### src/rtl/lfsr_ctrl_pkg.sv
// lfsr_ctrl_pkg: shared state type, default parameters and the Galois step for the LFSR sequencer
package lfsr_ctrl_pkg;

   typedef enum logic [1:0] {IDLE, RUN, DONE} state_t;

   localparam int DEF_WIDTH = 4;
   localparam logic [DEF_WIDTH-1:0] DEF_TAPS = 4'b0011;
   localparam int DEF_CW = 8;

   // Galois step on a right-aligned w-bit value: shift left and fold in the taps when the MSB falls off
   function automatic logic [31:0] lfsr_next(input logic [31:0] q, input logic [31:0] taps, input int w);
      logic [31:0] mask;
      mask = (w >= 32) ? '1 : ((32'd1 << w) - 32'd1);
      return ((q << 1) ^ (q[5'(w - 1)] ? taps : 32'd0)) & mask;
   endfunction

endpackage

### src/rtl/lfsr_galois.sv
// lfsr_galois: loadable Galois LFSR register; load wins over step, reset clears to zero
import lfsr_ctrl_pkg::*;

module lfsr_galois #(
   parameter int WIDTH = DEF_WIDTH,
   parameter logic [WIDTH-1:0] TAPS = WIDTH'(DEF_TAPS)
) (
   input  logic             clk,
   input  logic             reset,
   input  logic             load,
   input  logic [WIDTH-1:0] load_value,
   input  logic             step,
   output logic [WIDTH-1:0] q
);

   // LFSR state: load a fresh seed, otherwise advance one position per step
   always_ff @(posedge clk) begin
      if (reset)
         q <= '0;
      else if (load)
         q <= load_value;
      else if (step)
         q <= WIDTH'(lfsr_next(32'(q), 32'(TAPS), WIDTH));
   end

endmodule

### src/rtl/lfsr_seq_controller.sv
// lfsr_seq_controller: accepts (seed, count) commands and streams count LFSR words over a backpressured port
import lfsr_ctrl_pkg::*;

module lfsr_seq_controller #(
   parameter int WIDTH = DEF_WIDTH,
   parameter logic [WIDTH-1:0] TAPS = WIDTH'(DEF_TAPS),
   parameter int CW = DEF_CW
) (
   input  logic             clk,
   input  logic             reset,
   input  logic             cmd_valid,
   output logic             cmd_ready,
   input  logic [WIDTH-1:0] cmd_seed,
   input  logic [CW-1:0]    cmd_count,
   input  logic             abort,
   output logic             out_valid,
   input  logic             out_ready,
   output logic [WIDTH-1:0] out_data,
   output logic             out_last,
   output logic             out_wrap,
   output logic             done,
   output logic             done_aborted,
   output logic             err_zero_seed
);

   state_t           state;
   logic [CW-1:0]    remaining;
   logic [WIDTH-1:0] seed;
   logic             first;
   logic             hs;
   logic             load;
   logic [WIDTH-1:0] q;

   assign hs        = out_valid && out_ready;
   assign load      = (state == IDLE) && cmd_valid && (cmd_seed != '0) && (cmd_count != '0);
   assign cmd_ready = (state == IDLE);
   assign out_valid = (state == RUN);
   assign done      = (state == DONE);
   assign out_data  = q;
   assign out_last  = out_valid && (remaining == CW'(1));
   assign out_wrap  = out_valid && (q == seed) && !first;

   lfsr_galois #(.WIDTH(WIDTH), .TAPS(TAPS)) u_lfsr (
      .clk        (clk),
      .reset      (reset),
      .load       (load),
      .load_value (cmd_seed),
      .step       (hs),
      .q          (q)
   );

   // Command FSM with word counter, seed copy and first-word flag; done qualifiers live for the DONE cycle only
   always_ff @(posedge clk) begin
      if (reset) begin
         state         <= IDLE;
         remaining     <= '0;
         seed          <= '0;
         first         <= 1'b0;
         done_aborted  <= 1'b0;
         err_zero_seed <= 1'b0;
      end else begin
         done_aborted  <= 1'b0;
         err_zero_seed <= 1'b0;
         case (state)
            IDLE: if (cmd_valid) begin
               seed          <= cmd_seed;
               remaining     <= cmd_count;
               first         <= 1'b1;
               err_zero_seed <= (cmd_seed == '0);
               state         <= (cmd_seed == '0 || cmd_count == '0) ? DONE : RUN;
            end
            RUN: begin
               if (hs) begin
                  remaining <= remaining - CW'(1);
                  first     <= 1'b0;
               end
               if (abort) begin
                  state        <= DONE;
                  done_aborted <= 1'b1;
               end else if (hs && remaining == CW'(1))
                  state <= DONE;
            end
            DONE: state <= IDLE;
            default: state <= IDLE;
         endcase
      end
   end

endmodule

### config.mk
export PLATFORM = sky130hd
export DESIGN_NAME = lfsr_seq_controller
export DESIGN_NICKNAME = d
export VERILOG_FILES = /design/src/rtl/lfsr_ctrl_pkg.sv /design/src/rtl/lfsr_galois.sv /design/src/rtl/lfsr_seq_controller.sv
export SDC_FILE = /design/constraint.sdc
export NUM_CORES = 1
export LEC_CHECK = 0
export CAP_MARGIN = 15
export CORE_MARGIN = 5
export CORE_UTILIZATION = 52
export DETAILED_ROUTE_END_ITERATION = 16
export PLACE_DENSITY = 0.86
export SLEW_MARGIN = 20
export SYNTH_ARGS = -nofsm -noshare
export SYNTH_HDL_FRONTEND = slang
export SYNTH_SLANG_ARGS = --single-unit
### constraint.sdc
create_clock -name clk -period 4.37 [get_ports clk]
set_clock_uncertainty 0.1 [all_clocks]
set_input_delay 0.6555 -clock clk [delete_from_list [all_inputs] [get_ports clk]]
set_output_delay 0.6555 -clock clk [all_outputs]
set_load 0.01 [all_outputs]
== After elaboration in Yosys (flattened, before gate mapping) ==
Index checks and enable logic that the tools add are counted.
Word-level totals
  register bits: 21
  input port bits: 17
  output and inout port bits: 11
  logic and storage cells: 56
Operators by class
  $add $sub $neg: 1
  eq/ne operators: 7
  multiplexer cells: 15
  bitwise logic cells: 4
  reduce and logical (&&, ||, !) cells: 22
Operators with widths (number)
  two-way mux 8 bit: 2
  one-hot mux 8 bit (2 select lines): 1
  two-way mux 2 bit: 5
  equality test 8 x 1 -> 1 bit (second input constant): 1
  logical AND 1 bit: 8
  zero test 8 bit: 1
  two-way mux 4 bit: 2
  nonzero test 8 bit: 1
  subtractor 8 x 1 -> 8 bit (second input constant): 1
  equality test 4 bit: 1
  zero test 4 bit: 1
  one-hot mux 2 bit (2 select lines): 1
  AND reduction 2 bit: 2
  nonzero test 2 bit: 2
  nonzero test 4 bit: 1
  bitwise XOR 4 bit: 1
  two-way mux 1 bit: 3
  != test 3 x 2 -> 1 bit (second input constant): 1
  NOT 1 bit: 3
  AND reduction 3 bit: 1
  OR reduction 3 bit: 1
  equality test 2 x 1 -> 1 bit (second input constant): 1
  equality test 2 bit (second input constant): 1
  zero test 2 bit: 1
  6 further kinds: 6

== Logic depth before layout (Yosys ltp) ==
  depth after elaboration: 6
  gate-level depth with buffers: 7

== By module ==
Synthesis repeated with hierarchy kept, for this count alone.
Unflattened totals
  cells, all modules: 136
  area, all modules: 1221.2 µm²
By module, submodules not included
  lfsr_seq_controller: instances 1, cells an instance 117, area each 1019.7 µm²
  lfsr_galois: instances 1, cells an instance 19, area each 201.4 µm²

== Worst setup path before layout ==
OpenSTA, ideal clock, no wires.
  kind: register to output
  from: reg state[1]
  to: out out_wrap
  arrival: 1.251 ns
  path slack: 2.363 ns
  cell stages (with the launch flop): 5
  buffers on the path: 2
  cell sequence: dfxtp_1 buf_2 nand2b_1 buf_2 nor4_1
Between the ends
  cells in the longest elaborated chain, start to end: 3
Ends and longest elaborated chain
  from (decl): line lfsr_seq_controller.sv:26  | state_t state;
  from (signal assigned): line lfsr_seq_controller.sv:70  | state <= (cmd_seed == '0 || cmd_count == '0) ? DONE : RUN;
  equality test 2 x 1 -> 1 bit: line lfsr_seq_controller.sv:37  | assign out_valid = (state == RUN);
  logical AND 1 bit (2 in series): line lfsr_seq_controller.sv:41  | assign out_wrap = out_valid && (q == seed) && !first;
  to (decl): line lfsr_seq_controller.sv:20  | output logic out_wrap,
Every way passes these cells.

== Worst setup path after layout ==
  from: reg state[1]
  to: out out_last
Between the ends
  cells in the longest elaborated chain, start to end: 2
Ends and longest elaborated chain
  equality test 2 x 1 -> 1 bit: line lfsr_seq_controller.sv:37
  logical AND 1 bit: line lfsr_seq_controller.sv:40  | assign out_last = out_valid && (remaining == CW'(1));
  to (decl): line lfsr_seq_controller.sv:19  | output logic out_last,
Every way passes these cells.

==> impl_metrics.csv <==
group,metric,value,unit
detailed_routing,vias,1122,
logic_synthesis,ys_ff_latch,21,
pwr,vdd_drop_max,0.000219,V
logic_synthesis,netlist.area_leader.share,36.2,%
pwr,share_clk_of_total_power,20.9,%
timing,fin_crit,3.19,ns
die,coreArea,0.00217,sq mm
global_routing,grt_pass1_vias,1077,
pwr,comb_power_share,29.6,%
cts,clk_pin_slew,0.13,ns
global_routing,overflow,0,
cts,cts_tree,"yes",
cts,cts.sinks,21,
logic_synthesis,avgSynthCellArea,8.40,sq um
pwr,p_leak,0.541,nW
timing,rsz0062_at_grt,"no",
detailed_routing,ant_nets,0,
timing,timing.final.crit_share,72.9,%
global_routing,grt_pass1_wl,4.76,mm
detailed_routing,drc,0,
setup_path,cp_max_fo,15,
logic_synthesis,ys_warn_count,0,
timing,slew_headroom,46.6,%
logic_synthesis,syn_area,0.00116,sq mm
setup_path,startpoint_type,"flop",
detailed_routing,routed_wl,3.03,mm
final_layout,diodes,0,
final_layout,fin_nets,183,
logic_synthesis,synth.area.top_cells,"dfxtp_1, a21oi_1, nand2_1, nor2_1, or4_4",
detailed_routing,post_drt_wl_per_cell,15.9,um
pwr,p_int,0.308,mW
detailed_routing,drt-vias-per-instance,5.87,
die,die_w,57.2,um
global_routing,grt_use_total,18.0,%
die,start_util,53.5,%
setup_path,critPathRequiredTime,3.61,ns
placed_design,pre_cts_ws,1.58,ns
pwr,pwr-share-seq,49.5,%
logic_synthesis,syn_nets,157,
cts,clock-root-buffer,"clkbuf_4",
die,die_h,57.2,um
final_layout,synthToLayoutAreaGrowth,26.1,%
die,ioPinCount,28,
setup_path,worst_path_max_delay_cell,"dfxtp_1",
cts,cts_buffers,3,
logic_synthesis,synth_common_cells,"dfxtp_1, a21oi_1, nand2_1, nor2_1, o21ai_0",
worst_hold_path,holdCritPathClass,"flop to flop",
logic_synthesis,synth_cell_types,44,
cts,cts_max_level,1,
logic_synthesis,yosysMostFrequentCell,"dfxtp_1",
cts,holdBufCountCts,0,
setup_path,path_buf_inv,2,
pwr,p_switching,0.152,mW
run_status,run_status,"finished, final reports clean",
detailed_routing,drtIter0Drc,17,
logic_synthesis,synth_cells,138,
pwr,powerDensity,315,mW/mm^2
logic_synthesis,ys_seq_area_share,36.2,%
placed_design,port_buffers,27,
logic_synthesis,synth_area_leader_cell,"dfxtp_1",
timing,max_freq,314,MHz
setup_path,endpoint_kind,"output port",
timing,fin_tns_setup,0,ns
global_routing,grt_max_degree,23,
placed_design,gp_congestion,0.857,
logic_synthesis,synth-edff-count,0,
setup_path,cp_slowest_stage_delay,0.53,ns
timing,final.setup.worst_slack,1.18,ns
die,std_cell_rows,17,
die,die_area,0.00328,sq mm
global_routing,antenna_found_initial,0,
placed_design,post-dp-hpwl,2.31,mm
timing,hold_violations,0,
setup_path,critPathKind,"flop to output port",
pwr,switching_share,33.0,%
run,maxCapViolCount,0,
detailed_routing,first_pass_iters,4,
cts,clk_latency,0.31,ns
cts,cts_setup_buffers,0,
setup_path,cpLargestDelayFamily,"buffers and inverters",
timing,worstMarginPinSlew,0.799,ns
timing,finalSetupViolations,0,
logic_synthesis,synth-async-reset-ratio,0,%
setup_path,worst-endpoint-arrival,2.43,ns
logic_synthesis,synth_top_flop_cell,"dfxtp_1",
cts,postCtsResizedCells,0,
timing,slew_viol_final,0,
setup_path,crit_chain,"nand2b_1 -> inv_1 -> and4b_1 -> clkdlybuf4s50_1",
final_layout,drive_above_1_share,7.36,%
cts,clock_path_buffers,2,
per-layer routing:
metal / vias to the layer above / GRT usage, % / share of wire, %
met5: - / 0 / 0
met4: 0 / 5.63 / 1.2
met3: 6 / 3.85 / 5.0
met2: 37 / 31.6 / 51
met1: 527 / 21.8 / 42
li1: 552 / - / -
registers in the layout, summed over array words and instances, names as in the netlist:
| name | cells |
|---|---|
| state | 2 |
| u_lfsr.q | 4 |
| seed | 4 |
| remaining | 8 |
| first | 1 |
| done_aborted | 1 |
| err_zero_seed | 1 |
metrics by stage:
stage	util, %	total power, mW	std cells	hold slack (ns)	cell area (sq um)
floorplan	-	0.314	138	0.348	1160
global placement	66.1	0.360	187	0.358	1440
detailed placement	66.1	0.365	187	0.365	1440
CTS	67.4	0.457	191	0.383	1460
global route	67.4	0.484	191	0.392	1460
finish	67.4	0.460	191	0.378	1460
final timing paths:
path | startpoint | end | slack [ns] | cells after the start
max | state[1]$_SDFFE_PP0P_ | out_last | 1.18 | 4
min | seed[1]$_SDFFE_PP0P_ | seed[1]$_SDFFE_PP0P_ | 0.38 | 2
max reg2reg | state[1]$_SDFFE_PP0P_ | remaining[7]$_SDFFE_PP0P_ | 2.29 | 4
min reg2reg | seed[1]$_SDFFE_PP0P_ | seed[1]$_SDFFE_PP0P_ | 0.38 | 2
final cells by class:
type | count | area (sq um)
Clock buffer | 3 | 22.5
Clock inverter | 1 | 5.00
Fill cell | 199 | 707
Inverter | 3 | 11.3
Multi-Input combinational cell | 108 | 698
Sequential cell | 21 | 420
Tap cell | 28 | 35.0
Timing Repair Buffer | 27 | 270
power by group through the flow:
| stage | clock (mW) | sequential, mW | combinational [mW] |
|---|---|---|---|
| 2_1_floorplan | 0 | 0.225 | 0.0890 |
| 3_3_place_gp | 0 | 0.230 | 0.130 |
| 3_5_place_dp | 0 | 0.231 | 0.134 |
| 4_1_cts | 0.0948 | 0.227 | 0.135 |
| 5_1_grt | 0.107 | 0.230 | 0.148 |
| 6_report | 0.0962 | 0.228 | 0.136 |
worst reg2reg max path: stages, from the launching register on:
cell	delay, ns
dfxtp_1	0.53
nand2b_1	0.50
inv_1	0.34
a41o_1	0.30
a211oi_1	0.22
kinds of logic after synthesis:
logic type	Yosys count	share of synthesized area (%)
compound gates	43	24.3
flops	21	36.2
simple gates	55	27.3
xor+xnor	5	3.78
fa+ha+maj	2	2.16
buf+inv	9	3.56
mux	3	2.70
placed cells by master (no fill, tap or decap), drive strengths merged, types with 4 or more instances in the layout:
cell / count
clkdlybuf4s50: 27
dfxtp: 21
nand3: 5
nor3b: 4
or4: 4
o21ai: 8
nand2: 13
a21oi: 19
nor2: 12
Note: power is estimated with default switching activity, not from simulation.
